### src/rtl/obuffer_col_pkg.sv
// Shared array-column constants and types used by the column buffers.
// The output column buffer takes its widths and FSM encoding from here.
package obuffer_col_pkg;
  localparam int BYTE_W = 8;
  localparam int LANES  = 4;
  localparam int WORD_W = BYTE_W * LANES;
  localparam int ASM_W  = WORD_W - BYTE_W;
  localparam int CNT_W  = 2;

  // Input column buffer: one word in, LANES serial bytes out, small skid depth.
  localparam int IBUF_LANES = LANES;
  localparam int IBUF_DEPTH = 2;

  typedef enum logic [0:0] {
    COLLECT    = 1'b0,
    FLUSH_WAIT = 1'b1
  } obuf_state_t;

  // Partial word: assembled lanes followed by a zero lowest lane.
  function automatic logic [WORD_W-1:0] pad_partial(input logic [ASM_W-1:0] asm);
    return {asm, {BYTE_W{1'b0}}};
  endfunction
endpackage

### src/rtl/obuffer_col_if.sv
// Byte-in / word-out port bundle of one output column buffer.
// Handshake: a byte moves on an edge with ShiftEN && IReady; a word is consumed on an edge with ReadEN && OValid.
interface obuffer_col_if;
  import obuffer_col_pkg::*;

  logic              ShiftEN;
  logic [BYTE_W-1:0] ID;
  logic              Flush;
  logic              ReadEN;
  logic              IReady;
  logic [WORD_W-1:0] OWord;
  logic              OValid;
  logic              Overflow;

  modport master (
    output ShiftEN, ID, Flush, ReadEN,
    input  IReady, OWord, OValid, Overflow
  );

  modport slave (
    input  ShiftEN, ID, Flush, ReadEN,
    output IReady, OWord, OValid, Overflow
  );
endinterface

### src/rtl/obuffer_col.sv
// Output column buffer: packs serial result bytes from one array column into
// 32-bit words, first byte in the most significant lane, with flush of partial words.
module obuffer_col
  import obuffer_col_pkg::*;
(
  input  logic             CLK,
  input  logic             RST,
  obuffer_col_if.slave     bus,
  output obuf_state_t      state_dbg,
  output logic [CNT_W-1:0] cnt_dbg
);

  obuf_state_t       state_q, state_n;
  logic [CNT_W-1:0]  cnt_q, cnt_n;
  logic [ASM_W-1:0]  asm_q, asm_n;
  logic [WORD_W-1:0] word_q, word_n;
  logic              valid_q, valid_n;
  logic              ovf_q, ovf_n;

  logic              ready;
  logic              accept;
  logic              out_free;
  logic              load;
  logic [WORD_W-1:0] load_word;

  localparam logic [CNT_W-1:0] LAST_LANE = CNT_W'(LANES - 1);

  // Stall only when the last byte would need an output slot that stays occupied.
  assign ready    = (state_q == COLLECT) &&
                    !((cnt_q == LAST_LANE) && valid_q && !bus.ReadEN);
  assign accept   = bus.ShiftEN && ready;
  assign out_free = !valid_q || bus.ReadEN;

  always_comb begin
    state_n   = state_q;
    cnt_n     = cnt_q;
    asm_n     = asm_q;
    word_n    = word_q;
    valid_n   = valid_q;
    ovf_n     = ovf_q;
    load      = 1'b0;
    load_word = '0;

    if (bus.ShiftEN && !ready) ovf_n = 1'b1;

    case (state_q)
      COLLECT: begin
        if (accept) begin
          if (cnt_q == LAST_LANE) begin
            load      = 1'b1;
            load_word = {asm_q, bus.ID};
            asm_n     = '0;
            cnt_n     = '0;
          end else begin
            for (int i = 0; i < LANES - 1; i++) begin
              if (cnt_q == CNT_W'(i)) asm_n[ASM_W-1-i*BYTE_W -: BYTE_W] = bus.ID;
            end
            cnt_n = cnt_q + CNT_W'(1);
          end
        end
        // Flush sees the count after this edge's byte; a just-completed word leaves nothing to flush.
        if (bus.Flush && (cnt_n != '0)) begin
          if (out_free) begin
            load      = 1'b1;
            load_word = pad_partial(asm_n);
            asm_n     = '0;
            cnt_n     = '0;
          end else begin
            state_n = FLUSH_WAIT;
          end
        end
      end
      FLUSH_WAIT: begin
        if (bus.ReadEN && valid_q) begin
          load      = 1'b1;
          load_word = pad_partial(asm_q);
          asm_n     = '0;
          cnt_n     = '0;
          state_n   = COLLECT;
        end
      end
      default: state_n = COLLECT;
    endcase

    if (load) begin
      word_n  = load_word;
      valid_n = 1'b1;
    end else if (bus.ReadEN && valid_q) begin
      valid_n = 1'b0;
    end
  end

  always_ff @(posedge CLK) begin
    if (RST) begin
      state_q <= COLLECT;
      cnt_q   <= '0;
      asm_q   <= '0;
      word_q  <= '0;
      valid_q <= 1'b0;
      ovf_q   <= 1'b0;
    end else begin
      state_q <= state_n;
      cnt_q   <= cnt_n;
      asm_q   <= asm_n;
      word_q  <= word_n;
      valid_q <= valid_n;
      ovf_q   <= ovf_n;
    end
  end

  assign bus.IReady   = ready;
  assign bus.OWord    = word_q;
  assign bus.OValid   = valid_q;
  assign bus.Overflow = ovf_q;
  assign state_dbg    = state_q;
  assign cnt_dbg      = cnt_q;

endmodule
### src/flat_wrapper.sv
// flat-port wrapper written by rule: the top's interface ports become plain ports
module obuffer_col_flat import obuffer_col_pkg::*;
  (CLK, RST, state_dbg, cnt_dbg, bus_ShiftEN, bus_ID, bus_Flush, bus_ReadEN, bus_IReady, bus_OWord, bus_OValid, bus_Overflow);
  obuffer_col_if bus_i ();
  input  logic CLK;
  input  logic RST;
  output obuf_state_t state_dbg;
  output logic [CNT_W-1:0] cnt_dbg;
  input wire logic [$bits(bus_i.ShiftEN)-1:0] bus_ShiftEN;
  input wire logic [$bits(bus_i.ID)-1:0] bus_ID;
  input wire logic [$bits(bus_i.Flush)-1:0] bus_Flush;
  input wire logic [$bits(bus_i.ReadEN)-1:0] bus_ReadEN;
  output wire logic [$bits(bus_i.IReady)-1:0] bus_IReady;
  output wire logic [$bits(bus_i.OWord)-1:0] bus_OWord;
  output wire logic [$bits(bus_i.OValid)-1:0] bus_OValid;
  output wire logic [$bits(bus_i.Overflow)-1:0] bus_Overflow;
  assign bus_i.ShiftEN = bus_ShiftEN;
  assign bus_i.ID = bus_ID;
  assign bus_i.Flush = bus_Flush;
  assign bus_i.ReadEN = bus_ReadEN;
  assign bus_IReady = bus_i.IReady;
  assign bus_OWord = bus_i.OWord;
  assign bus_OValid = bus_i.OValid;
  assign bus_Overflow = bus_i.Overflow;
  obuffer_col u_core (.CLK(CLK), .RST(RST), .bus(bus_i), .state_dbg(state_dbg), .cnt_dbg(cnt_dbg));
endmodule
### config.mk
export PLATFORM = sky130hd
export DESIGN_NAME = obuffer_col_flat
export DESIGN_NICKNAME = d
export VERILOG_FILES = /design/src/rtl/obuffer_col_pkg.sv /design/src/rtl/obuffer_col_if.sv /design/src/rtl/obuffer_col.sv /design/src/flat_wrapper.sv
export SDC_FILE = /design/constraint.sdc
export NUM_CORES = 1
export LEC_CHECK = 0
export CORE_MARGIN = 4
export CORE_UTILIZATION = 31
export DETAILED_ROUTE_END_ITERATION = 16
export DONT_BUFFER_PORTS = 1
export GPL_TIMING_DRIVEN = 0
export PLACE_DENSITY = 0.45
export SYNTH_ARGS = -nofsm -noshare
export SYNTH_HDL_FRONTEND = slang
export SYNTH_SLANG_ARGS = --single-unit
export TNS_END_PERCENT = 30
### constraint.sdc
create_clock -name CLK -period 2.65 [get_ports CLK]
set_input_delay 0.53 -clock CLK [delete_from_list [all_inputs] [get_ports CLK]]
set_output_delay 0.53 -clock CLK [all_outputs]
set_load 0.005 [all_outputs]
==> impl_summary.txt <==
----------------------------------------------------
[Run status]
  Status ... complete, no violations

[Pwr]
  Power density over the cells ... slightly below 700 nW/um^2
  Worst supply voltage drop on vdd ... between 0.2 and 0.3 mV
  Leakage power ... approximately 1.1 nW

[Cells and area]
  Ratio of cells with drive above 1 in the final layout ... a little under a quarter
  Leading cell type in the layout, fill and taps excluded ... dfxtp_1
  Antenna diode count ... 0
  Post-route core utilization ... 36.46%
  Final Net Count ... 330
  Most frequent cells in the layout ... dfxtp_1 (59), nand3_1 (50), mux2_2 (24), o21ai_0 (24), a31oi_1 (24)
  Layout area overhead ... 14.23%
  Filler cell count in the final layout ... 981

[Setup path]
  Endpoint required time on the critical path ... between 2000 and 3000 ps
  Crit-path leading delay family ... simple AND/OR/NAND/NOR gates
  Worst Path Class, Setup ... flop to flop
  Total buffers and inverters traversed by the critical path ... 3
  Slowest-stage cell, CP ... nor3_4
  Cell Chain, Critical Path ... inv_1 -> ha_1 -> nor4bb_2 -> or2_0 -> nor3_4 -> buf_6 -> buf_6 -> nand3_1 -> a31oi_1
  CP peak stage delay ... about 450 ps
  Startpoint type of the worst setup path ... flop
  Capturing element type of the critical path ... flop
  Arrival time reported for the critical path endpoint ... around 2700 ps
  Top fanout value on the critical path ... 10
  Cell seen most often among critical-path stages ... buf_6

[Drt]
  Total wire length ... 8788 um
  Pre-Repair DR Iteration Count ... 4
  Drt drc ... 0
  Remaining number of nets flagged by the antenna check after routing ... 0
  Count of routing violations after the opening detailed-route iteration ... about 100
  Routed via count divided by cell count ... approximately 5.5
  Count of vias placed by the detailed router ... 2439
  Routed WL per cell ... between 15 and 20 um

[Timing]
  Slew of the pin with the lowest slew margin ... around 650 ps
  Final count of hold timing violations ... 0
  Clock period minus worst slack ... ~2500 ps
  Final count of pins violating max slew ... 0
  Worst Clk Skew ... approximately 7.4 ps
  Final Cycle Share ... around 93%
  Setup repair after global routing missed its margin ... false
  Number of endpoints failing setup at the final stage ... 0
  Final critical-path setup slack ... between 150 and 200 ps
  Fmax ... between 400 and 500 MHz
  Relative slew margins ... a little under three fifths

[Clock network]
  Clock transition at the registers of the reported paths ... around 80 ps
  Clock tree from TritonCTS ... built
  Setup fix buffers added after clock tree synthesis ... 0
  Clock tree root buffer cell ... clkbuf_8
  Number of clock buffers inserted by TritonCTS ... 9
  H-tree Lvls ... 3
  Number of clock sinks seen by CTS ... 61
  Clk Latency, worst-skew pair ... about 350 ps
  Maximum root-to-sink buffer count ... 2

[Logic synthesis]
  Dominant cell type by area after synthesis ... dfxtp_1
  Count of synthesis-stage warnings from yosys ... 0
  Synth top area cells ... dfxtp_1 (41%), mux2_2 (9.1%), nand3_1 (8.4%)
  Top FF cell, synth ... dfxtp_1
  Number of enable flip-flop cells after synthesis ... 0
  Portion of the post-synthesis area used by sequential elements ... around 40%
  Netlist cell types ... 43
  Area share of the largest cell type after synthesis ... around two fifths
  FF+latch count, synth ... roughly 60
  Cells after Synth ... roughly 300
  Mean Syn Cell Area ... between 9 and 10 um^2
  Synthesized area ... around 3000 um^2
  Number of nets produced by synthesis ... approximately 320
  Fraction of synthesis flops using an asynchronous set or reset pin ... 0%

[Floorplanning]
  DIE AREA ... around 11000 um^2
  Boundary pin count ... 51
  Floorplan core area ... about 9300 um^2
  Horizontal die dimension ... approximately 110 um
  Floorplan die height ... 105.8 um
  Total number of placement rows ... 35
  Initial Util ... a little under a third

[Global routing]
  Number of global-route vias before repair ... 2424
  Initial antenna violation count ... 0
  Gr ovfl total ... 0
  Maximum number of pins on one net before global-route repair ... 13
  Wire length of the first global-routing pass ... 13940 um
  GRT Resource Usage Total ... 16.10%

[Place]
  Number of buffers added on ports ... 0
  Worst setup slack before clock tree synthesis ... -79.05 ps
  HPWL after DPL ... ~6000 um
  Gp weighted congestion ... between 0.7 and 0.8

[Hold path]
  Class of the most critical hold timing path ... primary input to flop

[Flow run]
  Maximum Capacitance Violations ... 0

----------------------------------------------------
[path summary, 6_finish.rpt]
kind / from / end / slack (ps) / cells after the start
worst max-delay path: u_core.cnt_dbg[1]$_SDFFE_PP0P_ / u_core.bus.OWord[21]$_SDFFE_PP0P_ / 190 / 9
worst min-delay path: bus_ID[7] / u_core.asm_q[15]$_SDFFE_PP0P_ / 300 / 1
worst max register to register: u_core.cnt_dbg[1]$_SDFFE_PP0P_ / u_core.bus.OWord[21]$_SDFFE_PP0P_ / 190 / 9
worst min register to register: u_core.bus.Overflow$_SDFFE_PP0P_ / u_core.bus.Overflow$_SDFFE_PP0P_ / 480 / 2
[flip-flops by register name (all words and copies together), names as in the netlist]
signal,cells
u_core.bus.Overflow,1
u_core.state_dbg,1
u_core.asm_q,24
u_core.bus.OWord,32
u_core.cnt_dbg,2
u_core.bus.OValid,1
[cell type report]
cell class	count	area, um^2	area share [%]
clock buffers	9	123.9	3.660
plain buffers	24	146.4	4.325
multi-input cells	211	1607	47.47
flip-flops and latches	61	1226	36.23
clock inverters	7	97.59	2.884
well taps	129	161.4	4.769
inverters	6	22.52	0.6654
[report_power, final]
| group | internal, mW | switching (mW) | total [mW] |
|---|---|---|---|
| Combinational | 0.131 | 0.205 | 0.336 |
| Clock | 0.534 | 0.410 | 0.944 |
| Sequential | 0.979 | 0.0525 | 1.03 |
| Total | 1.64 | 0.668 | 2.31 |
[metal layers]
layer | track usage, % | wire (um)
met1 | 21.05 | 4213
met5 | 0 | 0
met3 | 5.573 | 512
met2 | 24.91 | 4004
met4 | 4.995 | 57
[per-stage QoR]
stage               total power, mW  cells  instance area (um^2)  hold WS (ps)  TNS, ps
floorplan                     1.289    302                  2963         442.1        0
global placement              1.383    431                  3124         455.4   -623.4
detailed placement            1.382    431                  3124         472.0   -947.7
CTS                           2.325    447                  3348         291.9        0
global route                  2.410    447                  3385         279.1        0
finish                        2.311    447                  3385         303.8        0
[cells by family after synthesis]
kind of cell	after synthesis	share of synthesized area (%)
AO/OA/AOI/OAI	97	25.97
adder cells (fa/ha/maj)	4	1.689
buffers and inverters	30	5.447
flip-flops	61	41.22
multiplexers	24	9.122
AND/OR/NAND/NOR	86	16.55
[cell usage after synthesis, types with 2 or more instances]
master    number
ha_1           4
a22o_1        15
o41ai_1        2
a21oi_1        4
nor2_1         7
nand3_1       50
buf_2         11
o31ai_4        3
o21ai_1        2
o21ai_0       24
and3_1         4
a32o_1        16
dfxtp_1       61
buf_6          3
inv_1          6
a31oi_1       24
nand2_1        8
mux2_2        24
nand3b_1       2
nor3_2         2
clkbuf_1       8
[repair_timing]
item | 4_1_cts | 5_1_grt
resized for setup | 2 | 7
hold buffers | 0 | 0
setup endpoints to repair | 18 | 25
Power figures use the tool's default switching activity.
